`config.mk`:
```
export PLATFORM = sky130hd
export DESIGN_NAME = frame_reader
export DESIGN_NICKNAME = d
export VERILOG_FILES = /design/src/rtl/frame_reader_pkg.sv /design/src/rtl/frame_reader_pix_fifo2.sv /design/src/rtl/frame_reader.sv
export SDC_FILE = /design/constraint.sdc
export NUM_CORES = 1
export LEC_CHECK = 0
export BUFFER_PORTS_ARGS = -buffer_cell sky130_fd_sc_hd__clkbuf_2
export CAP_MARGIN = 15
export CORE_MARGIN = 2
export CORE_UTILIZATION = 40
export CTS_CLUSTER_DIAMETER = 150
export DETAILED_ROUTE_END_ITERATION = 12
export SLEW_MARGIN = 0
export SYNTH_ARGS = -nofsm -noshare
export SYNTH_HDL_FRONTEND = slang
export SYNTH_SLANG_ARGS = --single-unit
```
`constraint.sdc`:
```
create_clock -name clk -period 6.7 [get_ports clk]
set_clock_uncertainty 0.1 [all_clocks]
set_input_delay 0.67 -clock clk [delete_from_list [all_inputs] [get_ports clk]]
set_output_delay 0.67 -clock clk [all_outputs]
set_load 0.1 [all_outputs]
```
`src/rtl/frame_reader_pkg.sv`:
```
// Shared image package: frame geometry defaults, readout FSM encoding and
// the row-end helper used to mark the last pixel of each row.
package frame_reader_pkg;

    localparam int IMG_W_DEF  = 128;
    localparam int IMG_H_DEF  = 63;
    localparam int ADDR_W_DEF = 13;

    typedef enum logic [1:0] {
        ST_IDLE   = 2'd0,
        ST_STREAM = 2'd1,
        ST_FINISH = 2'd2
    } fr_state_e;

    function automatic logic is_row_end(input int addr, input int w);
        return (addr % w) == (w - 1);
    endfunction

endpackage

```
`src/rtl/frame_reader_pix_fifo2.sv`:
```
// Two-entry FIFO holding a returned pixel together with the address it was
// read from; the head is registered so it stays put while the consumer stalls.
module pix_fifo2 #(
    parameter int DW = 8,
    parameter int TW = 13
) (
    input  logic          clk,
    input  logic          rst,
    input  logic          i_push,
    input  logic [DW-1:0] i_data,
    input  logic [TW-1:0] i_tag,
    input  logic          i_pop,
    output logic          o_empty,
    output logic [1:0]    o_count,
    output logic [DW-1:0] o_data,
    output logic [TW-1:0] o_tag
);

    logic [DW-1:0] r_data [2];
    logic [TW-1:0] r_tag  [2];
    logic          r_wr_ptr;
    logic          r_rd_ptr;
    logic [1:0]    r_count;

    always_ff @(posedge clk or posedge rst) begin
        if (rst) begin
            for (int i = 0; i < 2; i++) begin
                r_data[i] <= '0;
                r_tag[i]  <= '0;
            end
            r_wr_ptr <= 1'b0;
            r_rd_ptr <= 1'b0;
            r_count  <= 2'd0;
        end else begin
            if (i_push) begin
                r_data[r_wr_ptr] <= i_data;
                r_tag[r_wr_ptr]  <= i_tag;
                r_wr_ptr         <= ~r_wr_ptr;
            end
            if (i_pop) begin
                r_rd_ptr <= ~r_rd_ptr;
            end
            case ({i_push, i_pop})
                2'b10:   r_count <= r_count + 2'd1;
                2'b01:   r_count <= r_count - 2'd1;
                default: r_count <= r_count;
            endcase
        end
    end

    assign o_empty = (r_count == 2'd0);
    assign o_count = r_count;
    assign o_data  = r_data[r_rd_ptr];
    assign o_tag   = r_tag[r_rd_ptr];

endmodule

```
`src/rtl/frame_reader.sv`:
```
// Streams one IMG_W x IMG_H frame out of the result memory in raster order,
// one pixel per cycle when unstalled, with start/end-of-row markers.
module frame_reader
    import frame_reader_pkg::*;
#(
    parameter int IMG_W  = IMG_W_DEF,
    parameter int IMG_H  = IMG_H_DEF,
    parameter int ADDR_W = ADDR_W_DEF
) (
    input  logic              clk,
    input  logic              rst,
    input  logic              start,
    output logic              mem_rd,
    output logic [ADDR_W-1:0] mem_addr,
    input  logic [7:0]        mem_data,
    output logic              out_valid,
    input  logic              out_ready,
    output logic [7:0]        out_data,
    output logic              out_sof,
    output logic              out_eol,
    output logic              busy,
    output logic              done
);

    // state  | meaning
    // IDLE   | out of reset, waiting for the first start
    // STREAM | issuing reads and delivering pixels; start ignored
    // FINISH | frame delivered, done held until the next start

    localparam int NPIX  = IMG_W * IMG_H;
    localparam int CNT_W = $clog2(NPIX + 1);

    fr_state_e         r_state;
    logic              r_busy;
    logic              r_done;
    logic              r_inflight;
    logic [ADDR_W-1:0] r_rd_addr;
    logic [ADDR_W-1:0] r_last_addr;
    logic [CNT_W-1:0]  r_rd_left;
    logic [CNT_W-1:0]  r_out_left;

    logic              w_issue;
    logic              w_pop;
    logic              w_empty;
    logic [1:0]        w_count;
    logic [2:0]        w_occ;
    logic [7:0]        w_head_data;
    logic [ADDR_W-1:0] w_head_addr;

    assign w_pop = !w_empty && out_ready;
    assign w_occ = {1'b0, w_count} + {2'b00, r_inflight} - {2'b00, w_pop};
    // Left combinational so a pop frees its slot for a read in the same
    // cycle; registering it would cost a bubble every third pixel.
    assign w_issue = (r_state == ST_STREAM) && (r_rd_left != '0) && (w_occ < 3'd2);

    assign mem_rd   = w_issue;
    assign mem_addr = w_issue ? r_rd_addr : r_last_addr;

    always_ff @(posedge clk or posedge rst) begin
        if (rst) begin
            r_state     <= ST_IDLE;
            r_busy      <= 1'b0;
            r_done      <= 1'b0;
            r_inflight  <= 1'b0;
            r_rd_addr   <= '0;
            r_last_addr <= '0;
            r_rd_left   <= '0;
            r_out_left  <= '0;
        end else begin
            r_inflight <= w_issue;
            if (w_issue) begin
                r_last_addr <= r_rd_addr;
                r_rd_addr   <= r_rd_addr + ADDR_W'(1);
                r_rd_left   <= r_rd_left - CNT_W'(1);
            end
            case (r_state)
                ST_IDLE, ST_FINISH: begin
                    if (start) begin
                        r_state    <= ST_STREAM;
                        r_busy     <= 1'b1;
                        r_done     <= 1'b0;
                        r_rd_addr  <= '0;
                        r_rd_left  <= CNT_W'(NPIX);
                        r_out_left <= CNT_W'(NPIX);
                    end
                end
                ST_STREAM: begin
                    if (w_pop) begin
                        r_out_left <= r_out_left - CNT_W'(1);
                        if (r_out_left == CNT_W'(1)) begin
                            r_state <= ST_FINISH;
                            r_busy  <= 1'b0;
                            r_done  <= 1'b1;
                        end
                    end
                end
                default: r_state <= ST_IDLE;
            endcase
        end
    end

    // r_last_addr doubles as the tag of the read whose data returns this cycle.
    pix_fifo2 #(
        .DW (8),
        .TW (ADDR_W)
    ) u_fifo (
        .clk     (clk),
        .rst     (rst),
        .i_push  (r_inflight),
        .i_data  (mem_data),
        .i_tag   (r_last_addr),
        .i_pop   (w_pop),
        .o_empty (w_empty),
        .o_count (w_count),
        .o_data  (w_head_data),
        .o_tag   (w_head_addr)
    );

    assign out_valid = !w_empty;
    assign out_data  = w_head_data;
    assign out_sof   = !w_empty && (w_head_addr == '0);
    assign out_eol   = !w_empty && is_row_end(int'(w_head_addr), IMG_W);
    assign busy      = r_busy;
    assign done      = r_done;

endmodule

```
==> summary.md <==
| Metric | Value |
|---|---|
| IO Pins | 39 |
| Max Cap Violations | 0 |
| Crit path launch | u_fifo.o_count[1] |
| Post-CTS Hold Fix Bufs | 0 |
| Most used flip-flop cell after synthesis | dfrtp_1 |
| First drt pass iteration count | 4 |
| Initial DRC Count | 205 |
| Setup bufs post-CTS | 0 |
| # resized after CTS | 0 |
| # port buffers | 38 |
| Die width | 114 um |
| Die Footprint | 0.0130 mm^2 |
| Flop-to-flop setup slack | 3260 ps |
| Launch point of the worst reg-to-reg path | u_fifo.o_count[1] |
| GRT Residual Overflow | 0 |
| Fmax | 212 MHz |
| Gpl congestion | 0.783 |
| DRC | 0 |
| CP Data Required Time | 5930 ps |
| Hold Path Class | in2async |
| Synth area leader | dfrtp_1 |
| Crit start category | register |
| Register area share after synthesis | 0.533 |
| Vias | 3383 |
| Inserted Clock Buffers | 9 |
| Tcrit/Tclk final | 0.705 |
| Core area | 0.0119 mm^2 |
| CTS tree | done |
| First-pass GRT wire length | 16900 um |
| Worst-case reg-to-reg path depth | 8 |
| CP endpoint kind | primary output |
| Nets | 468 |
| Slew at the pin closest to its max-slew limit | 1080 ps |
| Post-synth ARST share | 1.00 |
| Ys Warns | 0 |
| Critical Path End | mem_addr[1] |
| Post-synthesis cell type count | 52 |
| Top post-synthesis cells by area | dfrtp_1 (53%), mux2_2 (13%), or4_1 (2.3%), o31ai_1 (2.0%), nor2_1 (1.8%) |
| TNS Setup | 0 ps |
| Finished Cell Area | 0.00544 mm^2 |
| Max-slew violations | 0 |
| Arr. time, crit path | 3950 ps |
| Final hold vios | 0 |
| GRT Util Overall | 0.166 |
| CTS max path bufs | 2 |
| Number of global-route vias before repair | 3323 |
| Initial Util | 0.406 |
| WHS | 191 ps |
| DRT antenna net count | 0 |
| Clock slew at reported path FFs | 70 ps |
| Mapped Area | 0.00484 mm^2 |
| Worst skew pair latency | 350 ps |
| Mean Syn Cell Area | 11.6 um^2 |
| Largest net degree at the start of global routing | 74 |
| Fin crit period | 4720 ps |
| Antenna Cells | 0 |
| Setup CP Type | reg2out |
| Routed len/inst | 16.7 um |
| Seq cells post-synth | 103 |
| DP Area | 0.00515 mm^2 |
| Root buffer selected by CTS | clkbuf_16 |
| CP Max Fanout | 18 |
| Status | finished clean |
| Cell Rows | 40 |
| EDFF count, synth | 0 |
| Setup violators final | 0 |
| Initial antenna violation count | 0 |
| Routed WL | 10100 um |
| H-tree Lvls | 3 |
| Synthesized net count | 435 |
| Top cell type's share of synthesized area | 0.533 |
| DPL Wire Length | 6910 um |
| Reg2reg end | r_last_addr[1] |
| RSZ-0062 raised after global routing | no |
| Worst relative slew slack | 0.283 |
| Layout cells sized above 1 | 0.273 |
| Synthesized instance count | 417 |
| CTS Sinks | 103 |
| Fill cells | 1099 |
| Area Overhead vs Synth | 12.5% |
| Vias per inst | 5.62 |
| Die Y | 114 um |
==> cell usage in the layout (no fill, tap or decap), types with 3 or more instances in the layout <==
master | synthesis | layout
nand2b_1 | 6 | 6
nor4_1 | 9 | 9
nand3_1 | 17 | 17
xor2_1 | 8 | 8
buf_4 | 1 | 3
a21oi_1 | 17 | 17
dfrtp_1 | 103 | 103
a31oi_1 | 3 | 3
or4_1 | 15 | 15
nor4b_1 | 3 | 3
o31ai_1 | 13 | 13
mux2_2 | 57 | 57
o21ai_0 | 15 | 15
nand2_1 | 18 | 18
mux2i_1 | 7 | 7
nor2b_1 | 4 | 4
clkbuf_16 | 0 | 9
nor3_1 | 6 | 6
nand4_1 | 11 | 11
or3_1 | 7 | 7
inv_1 | 8 | 7
clkbuf_2 | 0 | 38
ha_1 | 5 | 5
nor2_1 | 23 | 23
and2_1 | 4 | 4
mux2_1 | 6 | 6
==> routing by layer <==
layer,track usage,part of all wire,vias up
met5,0,0,-
met4,0.0366,0.0096,0
met3,0.0452,0.035,9
met2,0.271,0.48,59
met1,0.224,0.47,1704
li1,-,-,1611
==> logic make-up (layout without fill, tap and decap cells) <==
kind of cell,Yosys count,count (layout),share of synthesized area
mux,70,70,0.161
xor+xnor,10,10,0.0181
fa+ha+maj,6,6,0.0171
compound gates,59,59,0.0753
buf+inv,27,65,0.0230
flops,103,103,0.533
simple gates,142,142,0.173
==> final cells by class <==
type	instances	area, um^2	share of cell area
clock buffer	10	239	0.0439
clock inverter	6	50.0	0.00919
inverter	8	32.5	0.00598
multi-input combinational	287	2150	0.395
sequential	103	2580	0.473
tap	147	184	0.0338
timing repair buffer	41	213	0.0391
==> metrics by stage <==
stage,std cells,utilization,setup WS (ps)
2_1_floorplan,417,-,2330
3_3_place_gp,586,0.433,2230
3_5_place_dp,586,0.433,2070
4_1_cts,602,0.457,1970
5_1_grt,602,0.457,1710
6_report,602,0.457,1980
==> sequential cells by signal, indices dropped and copies added, names as in the netlist <==
name and flops:
u_fifo.r_tag 26, u_fifo.r_data 16, r_last_addr 13, r_out_left 13, r_rd_addr 13, r_rd_left 13, r_state 2, u_fifo.o_count 2
busy 1, done 1, r_inflight 1, u_fifo.r_rd_ptr 1, u_fifo.r_wr_ptr 1
==> Yosys cell counts (2+ instances only) <==
cell	count
a21oi_1	17
a31oi_1	3
and2_1	4
and3_1	2
and4_1	2
buf_2	5
clkbuf_1	12
dfrtp_1	103
ha_1	5
inv_1	8
mux2_1	6
mux2_2	57
mux2i_1	7
nand2_1	18
nand2b_1	6
nand3_1	17
nand3b_1	2
nand4_1	11
nand4b_1	2
nor2_1	23
nor2b_1	4
nor3_1	6
nor4_1	9
nor4b_1	3
o21a_1	2
o21ai_0	15
o31ai_1	13
o41ai_1	2
or2_2	2
or3_1	7
or4_1	15
xnor2_1	2
xor2_1	8
==> worst min path at each step <==
stage                               start          endpoint  slack, ps
after global routing                  rst  u_fifo.r_data[6]        220
after CTS                             rst  u_fifo.r_data[4]        200
after global placement    u_fifo.r_wr_ptr   u_fifo.r_wr_ptr        370
final                                 rst  u_fifo.r_data[4]        190
after detailed placement  u_fifo.r_wr_ptr   u_fifo.r_wr_ptr        380
after floorplan             r_rd_addr[12]     r_rd_addr[12]        340
==> worst max-delay path: stages (launching register included) <==
cell and delay (ps):
dfrtp_1 520, inv_1 70, nor2_1 230, o21ai_0 170, fa_1 440, xnor2_1 270
nand2_1 250, nor2_2 820, mux2_2 440, clkbuf_2 370
Power is not shown: default switching activity piles up to over one toggle a cycle in this logic, so the estimate is an artifact.
